File: config.mk
export PLATFORM = sky130hd
export DESIGN_NAME = port_out_bank
export DESIGN_NICKNAME = d
export VERILOG_FILES = /design/src/rtl/port_out_bank.sv
export SDC_FILE = /design/constraint.sdc
export NUM_CORES = 1
export LEC_CHECK = 0
export CAP_MARGIN = 10
export CORE_MARGIN = 2
export CORE_UTILIZATION = 35
export DETAILED_ROUTE_END_ITERATION = 12
export DONT_BUFFER_PORTS = 1
export GPL_ROUTABILITY_DRIVEN = 0
export SYNTH_ARGS = -nofsm -noshare
export SYNTH_HDL_FRONTEND = slang
export SYNTH_SLANG_ARGS = --single-unit
File: constraint.sdc
create_clock -name clock -period 1.69 [get_ports clock]
set_input_delay 0.338 -clock clock [delete_from_list [all_inputs] [get_ports clock]]
set_output_delay 0.338 -clock clock [all_outputs]
set_load 0.005 [all_outputs]
File: src/rtl/port_out_bank.sv
// Bank of NUM_PORTS memory-mapped output registers with set/clear/toggle aliases and update strobes.
// Optional PORT_OUT_SHADOW_EN: writes land in shadow registers and are committed to the ports together.
module port_out_bank #(
  parameter int WIDTH = 8,
  parameter int NUM_PORTS = 8,
  parameter int ADDR_WIDTH = 8,
  parameter logic [ADDR_WIDTH-1:0] BASE_ADDR = 8'hC0
) (
  input  logic                       clock,
  input  logic                       reset,
  input  logic [ADDR_WIDTH-1:0]      address,
  input  logic [WIDTH-1:0]           data_in,
  input  logic                       write,
  input  logic                       read,
  output logic [WIDTH-1:0]           data_out,
  output logic                       read_valid,
  output logic [NUM_PORTS*WIDTH-1:0] port_out,
  output logic [NUM_PORTS-1:0]       port_strobe
);

  localparam int IDX_W = (NUM_PORTS > 1) ? $clog2(NUM_PORTS) : 1;
  localparam logic [ADDR_WIDTH:0] MAP_END = (ADDR_WIDTH+1)'(4 * NUM_PORTS);

  // One extra bit makes addresses below the base wrap to large offsets, i.e. unmapped.
  logic [ADDR_WIDTH:0] offset;
  logic                mapped;
  logic [IDX_W-1:0]    index;
  logic [1:0]          mode;

  assign offset = {1'b0, address} - {1'b0, BASE_ADDR};
  assign mapped = (offset < MAP_END);
  assign index  = IDX_W'(offset % NUM_PORTS);
  assign mode   = 2'(offset / NUM_PORTS);

`ifdef PORT_OUT_SHADOW_EN
  logic commit;
  assign commit = (offset == MAP_END);
`endif

  logic [WIDTH-1:0]     port_reg [NUM_PORTS];
  logic [NUM_PORTS-1:0] port_strobe_reg;
  logic [WIDTH-1:0]     data_out_reg;
  logic                 read_valid_reg;

  function automatic logic [WIDTH-1:0] apply_mode(input logic [1:0] m,
                                                  input logic [WIDTH-1:0] cur,
                                                  input logic [WIDTH-1:0] din);
    case (m)
      2'd0:    return din;
      2'd1:    return cur | din;
      2'd2:    return cur & ~din;
      default: return cur ^ din;
    endcase
  endfunction

  genvar gi;
  generate
    for (gi = 0; gi < NUM_PORTS; gi++) begin : g_port
      logic hit;
      logic upd;
      assign hit = write && mapped && (index == IDX_W'(gi));

`ifdef PORT_OUT_SHADOW_EN
      logic [WIDTH-1:0] shadow_reg;
      assign upd = write && commit && data_in[gi];

      always_ff @(posedge clock or negedge reset) begin
        if (!reset) begin
          shadow_reg <= '0;
        end else if (hit) begin
          shadow_reg <= apply_mode(mode, shadow_reg, data_in);
        end
      end

      always_ff @(posedge clock or negedge reset) begin
        if (!reset) begin
          port_reg[gi] <= '0;
        end else if (upd) begin
          port_reg[gi] <= shadow_reg;
        end
      end
`else
      assign upd = hit;

      always_ff @(posedge clock or negedge reset) begin
        if (!reset) begin
          port_reg[gi] <= '0;
        end else if (upd) begin
          port_reg[gi] <= apply_mode(mode, port_reg[gi], data_in);
        end
      end
`endif

      // Strobe marks every accepted update, whether or not the value changed.
      always_ff @(posedge clock or negedge reset) begin
        if (!reset) begin
          port_strobe_reg[gi] <= 1'b0;
        end else begin
          port_strobe_reg[gi] <= upd;
        end
      end

      assign port_out[gi*WIDTH +: WIDTH] = port_reg[gi];
    end
  endgenerate

  // Read samples the pre-edge port value, so a same-cycle write is not visible.
  always_ff @(posedge clock or negedge reset) begin
    if (!reset) begin
      data_out_reg   <= '0;
      read_valid_reg <= 1'b0;
    end else begin
      read_valid_reg <= read;
      if (read) begin
        data_out_reg <= mapped ? port_reg[index] : '0;
      end
    end
  end

  assign data_out    = data_out_reg;
  assign read_valid  = read_valid_reg;
  assign port_strobe = port_strobe_reg;

endmodule

==> results.txt, run 1 <==
----------------------------------------------------
[Outcome]
  Status ... finished with violations
  Failing checks ... hold timing

[Finish]
  Relative area change from synthesis to final layout ... 18.0%
  Util after Layout ... 42.2%
  Number of flip-flops under the largest register name ... 64
  Diode insertion count for antenna repair ... 0
  Final instance count without filler cells ... 941
  Number of nets at the end of the flow ... 814
  Layout cells sized above 1 ... 43.5%

[Worst hold path]
  Class of the tightest hold or removal check ... in2async

[Clock tree]
  Clock tree from TritonCTS ... yes
  Count of clock tree sinks ... 81
  Deepest clock path buffer count ... 2
  Clock buffers created by TritonCTS ... 9
  Clock-pin slew reported for the worst setup and hold paths after clock tree synthesis ... 0.07 ns
  H-tree levels ... 3
  Insertion delay of the later-clocked pin in the worst-skew pair ... 0.35 ns
  Buffer cell driving the clock tree root ... sky130_fd_sc_hd__clkbuf_16

[Die]
  Initial Util ... 35.8%
  Row Count ... 52
  Die X-Extent ... 148 µm
  Number of placed I/O pins ... 101
  Full die area ... 21800 µm²
  Core outline area ... 20200 µm²
  Height of the die ... 148 µm

[GRT]
  Largest net degree at the start of global routing ... 82
  Overflow after GRT ... 0
  Wire length of the first global-routing pass ... 30500 µm
  Gr usage total ... 18.4%
  Vias in the first global route ... 5278
  Antenna violations before repair ... 0

[Power]
  Maximum ir drop on the vdd rail ... 0.449 mV
  Leakage power summed over all cells ... 0.00425 µW
  Power density normalized to cell area ... 729 nW/µm²

[Yosys]
  Synth area leader ... sky130_fd_sc_hd__dfrtp_1
  Biggest area contributors in the synthesized netlist ... sky130_fd_sc_hd__dfrtp_1 (28%), sky130_fd_sc_hd__ha_1 (22%), sky130_fd_sc_hd__mux4_2 (20%), sky130_fd_sc_hd__mux2_2 (14%), sky130_fd_sc_hd__inv_1 (7.7%)
  EDFF count, synth ... 0
  Netlist area before placement ... 7240 µm²
  Number of flip-flops and latches in the synthesized netlist ... 81
  Synthesis warning total ... 0
  Net count after synthesis ... 728
  Share of the synthesized area in the top cell type ... 28.0%
  Proportion of synthesized chip area in sequential cells ... 28.0%
  Mean instance size in the synthesized netlist ... 12.5 µm²
  Share of flip-flops with an asynchronous set or reset after synthesis ... 100%
  Library cells used by synthesis ... 29
  Top FF cell, synth ... sky130_fd_sc_hd__dfrtp_1
  Post-synthesis instance total ... 580

[Flow run]
  Max-cap violations ... 0

[Worst setup path]
  Start point of the critical path ... port_out[12]$_DFFE_PN0P_
  Maximum fanout count along the critical path ... 5
  Data arrival, critical path ... 1.86 ns
  CP Data Required Time ... 1.92 ns
  Endpoint kind of the worst setup timing path ... flop
  Critical-path cell list ... inv_1 -> ha_1 -> mux4_2 -> mux2_2
  Type of element launching the critical path ... flop
  Setup Crit Path Kind ... reg2reg
  Reg-to-reg slack, setup ... 0.06 ns
  Slowest library cell on the worst path ... sky130_fd_sc_hd__mux4_2
  Max incr delay on CP ... 0.46 ns
  Source of the worst register-to-register timing path ... port_out[12]$_DFFE_PN0P_

[Placed design]
  Placement Setup Slack ... -0.169 ns
  Detailed Place HPWL ... 13700 µm
  Placed cell count ... 923
  Count of input and output buffers ... 0

[Timing]
  Worst relative slew slack ... 77.6%
  Post-layout minimum cycle time ... 1.63 ns
  Post-route clock skew ... 0.00715 ns
  Setup-failing EPs final ... 0
  Max-slew violations ... 0
  Achievable frequency ... 612 MHz
  Unrepaired setup endpoints after global routing ... false
  Final Cycle Share ... 96.7%
  Total negative slack ... 0 ns
  Transition time at the pin with the least slew margin ... 0.336 ns
  Hold WS ... -0.322 ns
  Final number of hold-violating endpoints ... 81
  Setup ws final ... 0.0560 ns

[Routing]
  # DRC ... 0
  Total iterations of the first detailed-routing run ... 4
  Post-detailed-route via-to-cell ratio ... 5.21
  Total Routed Length ... 19400 µm
  Number of DRC markers in iteration 0 ... 223
  Via count ... 4906
  Detail-routed net length per standard cell ... 20.6 µm
  Remaining antenna violation count after routing ... 0

----------------------------------------------------
[area by class of cell]
class	count	area, µm²
Sequential cell	81	2040
Timing Repair Buffer	101	783
Tap cell	270	338
Inverter	148	586
Fill cell	1882	11700
Clock inverter	3	40.0
Multi-Input combinational cell	325	4510
Clock buffer	13	250
[routing by layer]
layer  track usage, %  up-vias  routed length [µm]
met5                0        -                   0
met4             5.82        0                 408
met3             4.41       25                1200
met2             30.4      118                9460
met1             23.8     2560                8280
li1                 -     2203                   -
[per-stage QoR]
step / total power, µW / instance area (µm²)
after floorplan: 3600 / 7290
after global placement: 4070 / 8230
after detailed placement: 4240 / 8230
after CTS: 6300 / 8520
after global routing: 6600 / 8540
final: 6220 / 8540
[synthesized netlist by cell type, types with 2 or more instances]
master                     instances
sky130_fd_sc_hd__buf_2            18
sky130_fd_sc_hd__buf_4             2
sky130_fd_sc_hd__clkbuf_1          3
sky130_fd_sc_hd__dfrtp_1          81
sky130_fd_sc_hd__ha_1            128
sky130_fd_sc_hd__inv_1           148
sky130_fd_sc_hd__mux2_2           88
sky130_fd_sc_hd__mux4_1            3
sky130_fd_sc_hd__mux4_2           65
sky130_fd_sc_hd__nand2_1           2
sky130_fd_sc_hd__nand4b_2          2
sky130_fd_sc_hd__nor2b_1           4
sky130_fd_sc_hd__nor4b_4           2
sky130_fd_sc_hd__o22ai_1          12
sky130_fd_sc_hd__o32ai_1           8
[power breakdown]
group          internal, µW  leakage, µW  total (µW)  switching, µW
clock network          1180     0.000144        2030            841
logic                  1100      0.00302        1800            698
registers              2160      0.00108        2400            238
[layout by cell type, fill, tap and decap left out, drive strengths merged]
| master | instances |
|---|---|
| and4b | 1 |
| buf | 101 |
| bufinv | 1 |
| clkbuf | 13 |
| clkinv | 2 |
| clkinvlp | 8 |
| dfrtp | 81 |
| ha | 128 |
| inv | 140 |
| mux2 | 88 |
| mux4 | 68 |
| nand2 | 2 |
| nand2b | 1 |
| nand3 | 1 |
| nand4 | 1 |
| nand4b | 4 |
| nor2 | 1 |
| nor2b | 4 |
| nor3 | 1 |
| nor4 | 1 |
| nor4b | 2 |
| o22ai | 12 |
| o32ai | 8 |
| or2 | 1 |
| or2b | 1 |
[cell families (layout without fill, tap and decap cells)]
kind of cell / count (synthesis) / in the layout / share of synthesized area, %
muxes: 156 / 156 / 35.0
and+or+nand+nor: 21 / 21 / 3.18
adders and majority gates: 128 / 128 / 22.1
DFF: 81 / 81 / 28.0
buffers and inverters: 174 / 265 / 9.68
AOI/OAI and AO/OA: 20 / 20 / 2.01
[repair_timing]
action	in CTS	in global routing
hold endpoints to repair	81	81
gates resized for setup	0	7
setup buffers	0	2
setup endpoints to repair	0	8
[critical path: cells and delay by family (launching register included)]
kind | cells | cell delay, ns
fa+ha+maj | 1 | 0.29
buf+inv | 1 | 0.06
mux | 2 | 0.73
flops | 1 | 0.44
[worst paths after layout]
check	end	cells after the start
worst max-delay path	port_out[12]$_DFFE_PN0P_	4
worst min-delay path	port_strobe[2]$_DFF_PN0_	0
worst max register to register	port_out[12]$_DFFE_PN0P_	4
worst min register to register	port_out[13]$_DFFE_PN0P_	1
max in group asynchronous	port_out[33]$_DFFE_PN0P_	0
min in group clock	read_valid$_DFF_PN0_	0
Note: power is estimated with default switching activity, not from simulation.
==> run 2: changes to the inputs <==
==> constraint.sdc (replaced) <==
create_clock -name clock -period 1.69 [get_ports clock]
set_input_delay 0.338 -clock clock [delete_from_list [all_inputs] [get_ports clock]]
set_output_delay 0.338 -clock clock [all_outputs]
set_load 0.05 [all_outputs]
==> run 2 against run 1 <==
Compared with the run above:
- design area shrank 0.51%
- core utilization decreased by 0.22 points
- wire length decreased by 3.3%
- critical endpoint is now port_out[58]$_DFFE_PN0P_
- non-clock buffer count fell by 13
- count of clock-buffer cells in the layout is 2 lower
- total power grew 13%
- the run still ends with hold timing left
- worst setup slack improved by 0.014 ns
- highest routed layer unchanged
==> results.txt, run 2 (synthesis results as in run 1) <==
----------------------------------------------------
[Outcome]
  Status ... finished with violations
  Failing checks ... hold timing

[Clock tree]
  Count of clock tree sinks ... 81
  Clock buffers created by TritonCTS ... 9
  PostCTS Resize Cnt ... 0
  Deepest clock path buffer count ... 2
  H-tree levels ... 3
  Post-CTS setup-driven buffer insertion count ... 0
  Buffer cell driving the clock tree root ... sky130_fd_sc_hd__clkbuf_16
  Clock-pin slew reported for the worst setup and hold paths after clock tree synthesis ... 0.06 ns
  Insertion delay of the later-clocked pin in the worst-skew pair ... 0.35 ns
  Clock tree from TritonCTS ... yes

[Die]
  Number of placed I/O pins ... 101
  Height of the die ... 148 µm
  Core outline area ... 20200 µm²
  Die X-Extent ... 148 µm
  Full die area ... 21800 µm²
  Row Count ... 52
  Initial Util ... 35.8%

[GRT]
  Antenna violations before repair ... 0
  Wire length of the first global-routing pass ... 30100 µm
  Most used routing layer ... met2
  Global-route track usage on met1 ... 23.3%
  Gr usage total ... 18.1%
  Overflow after GRT ... 0
  GRT met3 Usage ... 5.06%
  Met2 Usage GRT ... 30.3%
  Largest net degree at the start of global routing ... 82
  Vias in the first global route ... 5307

[Finish]
  Number of nets at the end of the flow ... 801
  Final instance count without filler cells ... 928
  Number of flip-flops under the largest register name ... 64
  Most common cell after layout, fill and taps aside ... sky130_fd_sc_hd__ha_1
  Diode insertion count for antenna repair ... 0
  Layout cells sized above 1 ... 61.1%
  Leading cell types in the layout, fill and taps excluded ... sky130_fd_sc_hd__ha_1 (128), sky130_fd_sc_hd__mux2_2 (88), sky130_fd_sc_hd__buf_4 (88)
  Relative area change from synthesis to final layout ... 17.4%
  Count of filler cells inserted in the layout ... 1869

[Worst setup path]
  Setup Crit Path Kind ... reg2reg
  CP bufs+invs ... 1
  Maximum fanout count along the critical path ... 5
  Source of the worst register-to-register timing path ... port_out[58]$_DFFE_PN0P_
  Slowest library cell on the worst path ... sky130_fd_sc_hd__mux4_2
  CP Data Required Time ... 1.92 ns
  Largest delay share family, worst path ... multiplexers
  Max incr delay on CP ... 0.46 ns
  Reg-to-reg slack, setup ... 0.07 ns
  Type of element launching the critical path ... flop
  Critical R2R Capture ... port_out[58]$_DFFE_PN0P_
  Number of cells on the worst reg-to-reg path ... 4
  Critical-path cell list ... inv_2 -> ha_1 -> mux4_2 -> mux2_2
  Data arrival, critical path ... 1.85 ns
  Endpoint kind of the worst setup timing path ... flop
  Start point of the critical path ... port_out[58]$_DFFE_PN0P_

[Routing]
  Number of DRC markers in iteration 0 ... 212
  Remaining antenna violation count after routing ... 0
  Detail-routed net length per standard cell ... 20.2 µm
  Via count ... 4761
  # DRC ... 0
  Total iterations of the first detailed-routing run ... 6
  Post-detailed-route via-to-cell ratio ... 5.13
  Total Routed Length ... 18700 µm

[Timing]
  Final number of hold-violating endpoints ... 81
  Worst relative slew slack ... 63.6%
  Achievable frequency ... 617 MHz
  Setup-failing EPs final ... 0
  Post-layout minimum cycle time ... 1.62 ns
  Post-route clock skew ... 0.0116 ns
  Hold WS ... -0.324 ns
  Total negative slack ... 0 ns
  Transition time at the pin with the least slew margin ... 0.545 ns
  Final Cycle Share ... 95.9%
  Max-slew violations ... 0
  Unrepaired setup endpoints after global routing ... false

[Worst hold path]
  Class of the tightest hold or removal check ... in2async

[Placed design]
  Detailed Place HPWL ... 13300 µm
  Placed cell count ... 912
  Count of input and output buffers ... 0

[Power]
  Maximum ir drop on the vdd rail ... 0.615 mV
  Power density normalized to cell area ... 829 nW/µm²
  Leakage power summed over all cells ... 0.00409 µW

[Flow run]
  Max-cap violations ... 0

----------------------------------------------------
## run 2: cell type report
cell class                 count  area, µm²  share of cell area (%)
clock buffer                  11        243                    2.86
clock inverter                 5       55.1                   0.648
inverter                     148        586                    6.89
multi-input combinational    325       4510                    53.1
sequential                    81       2110                    24.8
tap                          270        338                    3.97
timing repair buffer          88        661                    7.77
## run 2: worst max-delay path by stage
| stage | slack (ns) | depth (start not counted) | endpoint |
|---|---|---|---|
| 2_1_floorplan | -0.006 | 4 | port_out[10]$_DFFE_PN0P_ |
| 3_3_place_gp | -0.11 | 4 | port_out[25]$_DFFE_PN0P_ |
| 3_5_place_dp | -0.18 | 4 | port_out[44]$_DFFE_PN0P_ |
| 4_1_cts | 0.07 | 4 | port_out[10]$_DFFE_PN0P_ |
| 5_1_grt | 0.03 | 4 | port_out[61]$_DFFE_PN0P_ |
| 6_report | 0.07 | 4 | port_out[58]$_DFFE_PN0P_ |
## run 2: report_power, final
part	leakage (µW)	internal [µW]	switching, µW
sequential	0.000998	2190	354
clock	0.000142	1180	874
combinational	0.00295	1090	1350
## run 2: metal layers
layer / up-vias / part of all wire, %
li1: 2176 / -
met5: - / 0
met3: 11 / 7.0
met2: 98 / 50
met1: 2476 / 42
met4: 0 / 0.78
## run 2: stage by stage
step | utilization (%) | instance area, µm² | setup WS, ns | hold WS [ns] | power, µW
after floorplan | - | 7370 | -0.00615 | 0.0424 | 4430
after global placement | 40.5 | 8200 | -0.112 | 0.0444 | 4880
after detailed placement | 40.5 | 8200 | -0.182 | 0.0447 | 5040
after CTS | 42.0 | 8500 | 0.0742 | -0.336 | 7140
after global routing | 42.0 | 8500 | 0.0329 | -0.341 | 7430
final | 42.0 | 8500 | 0.0697 | -0.324 | 7040
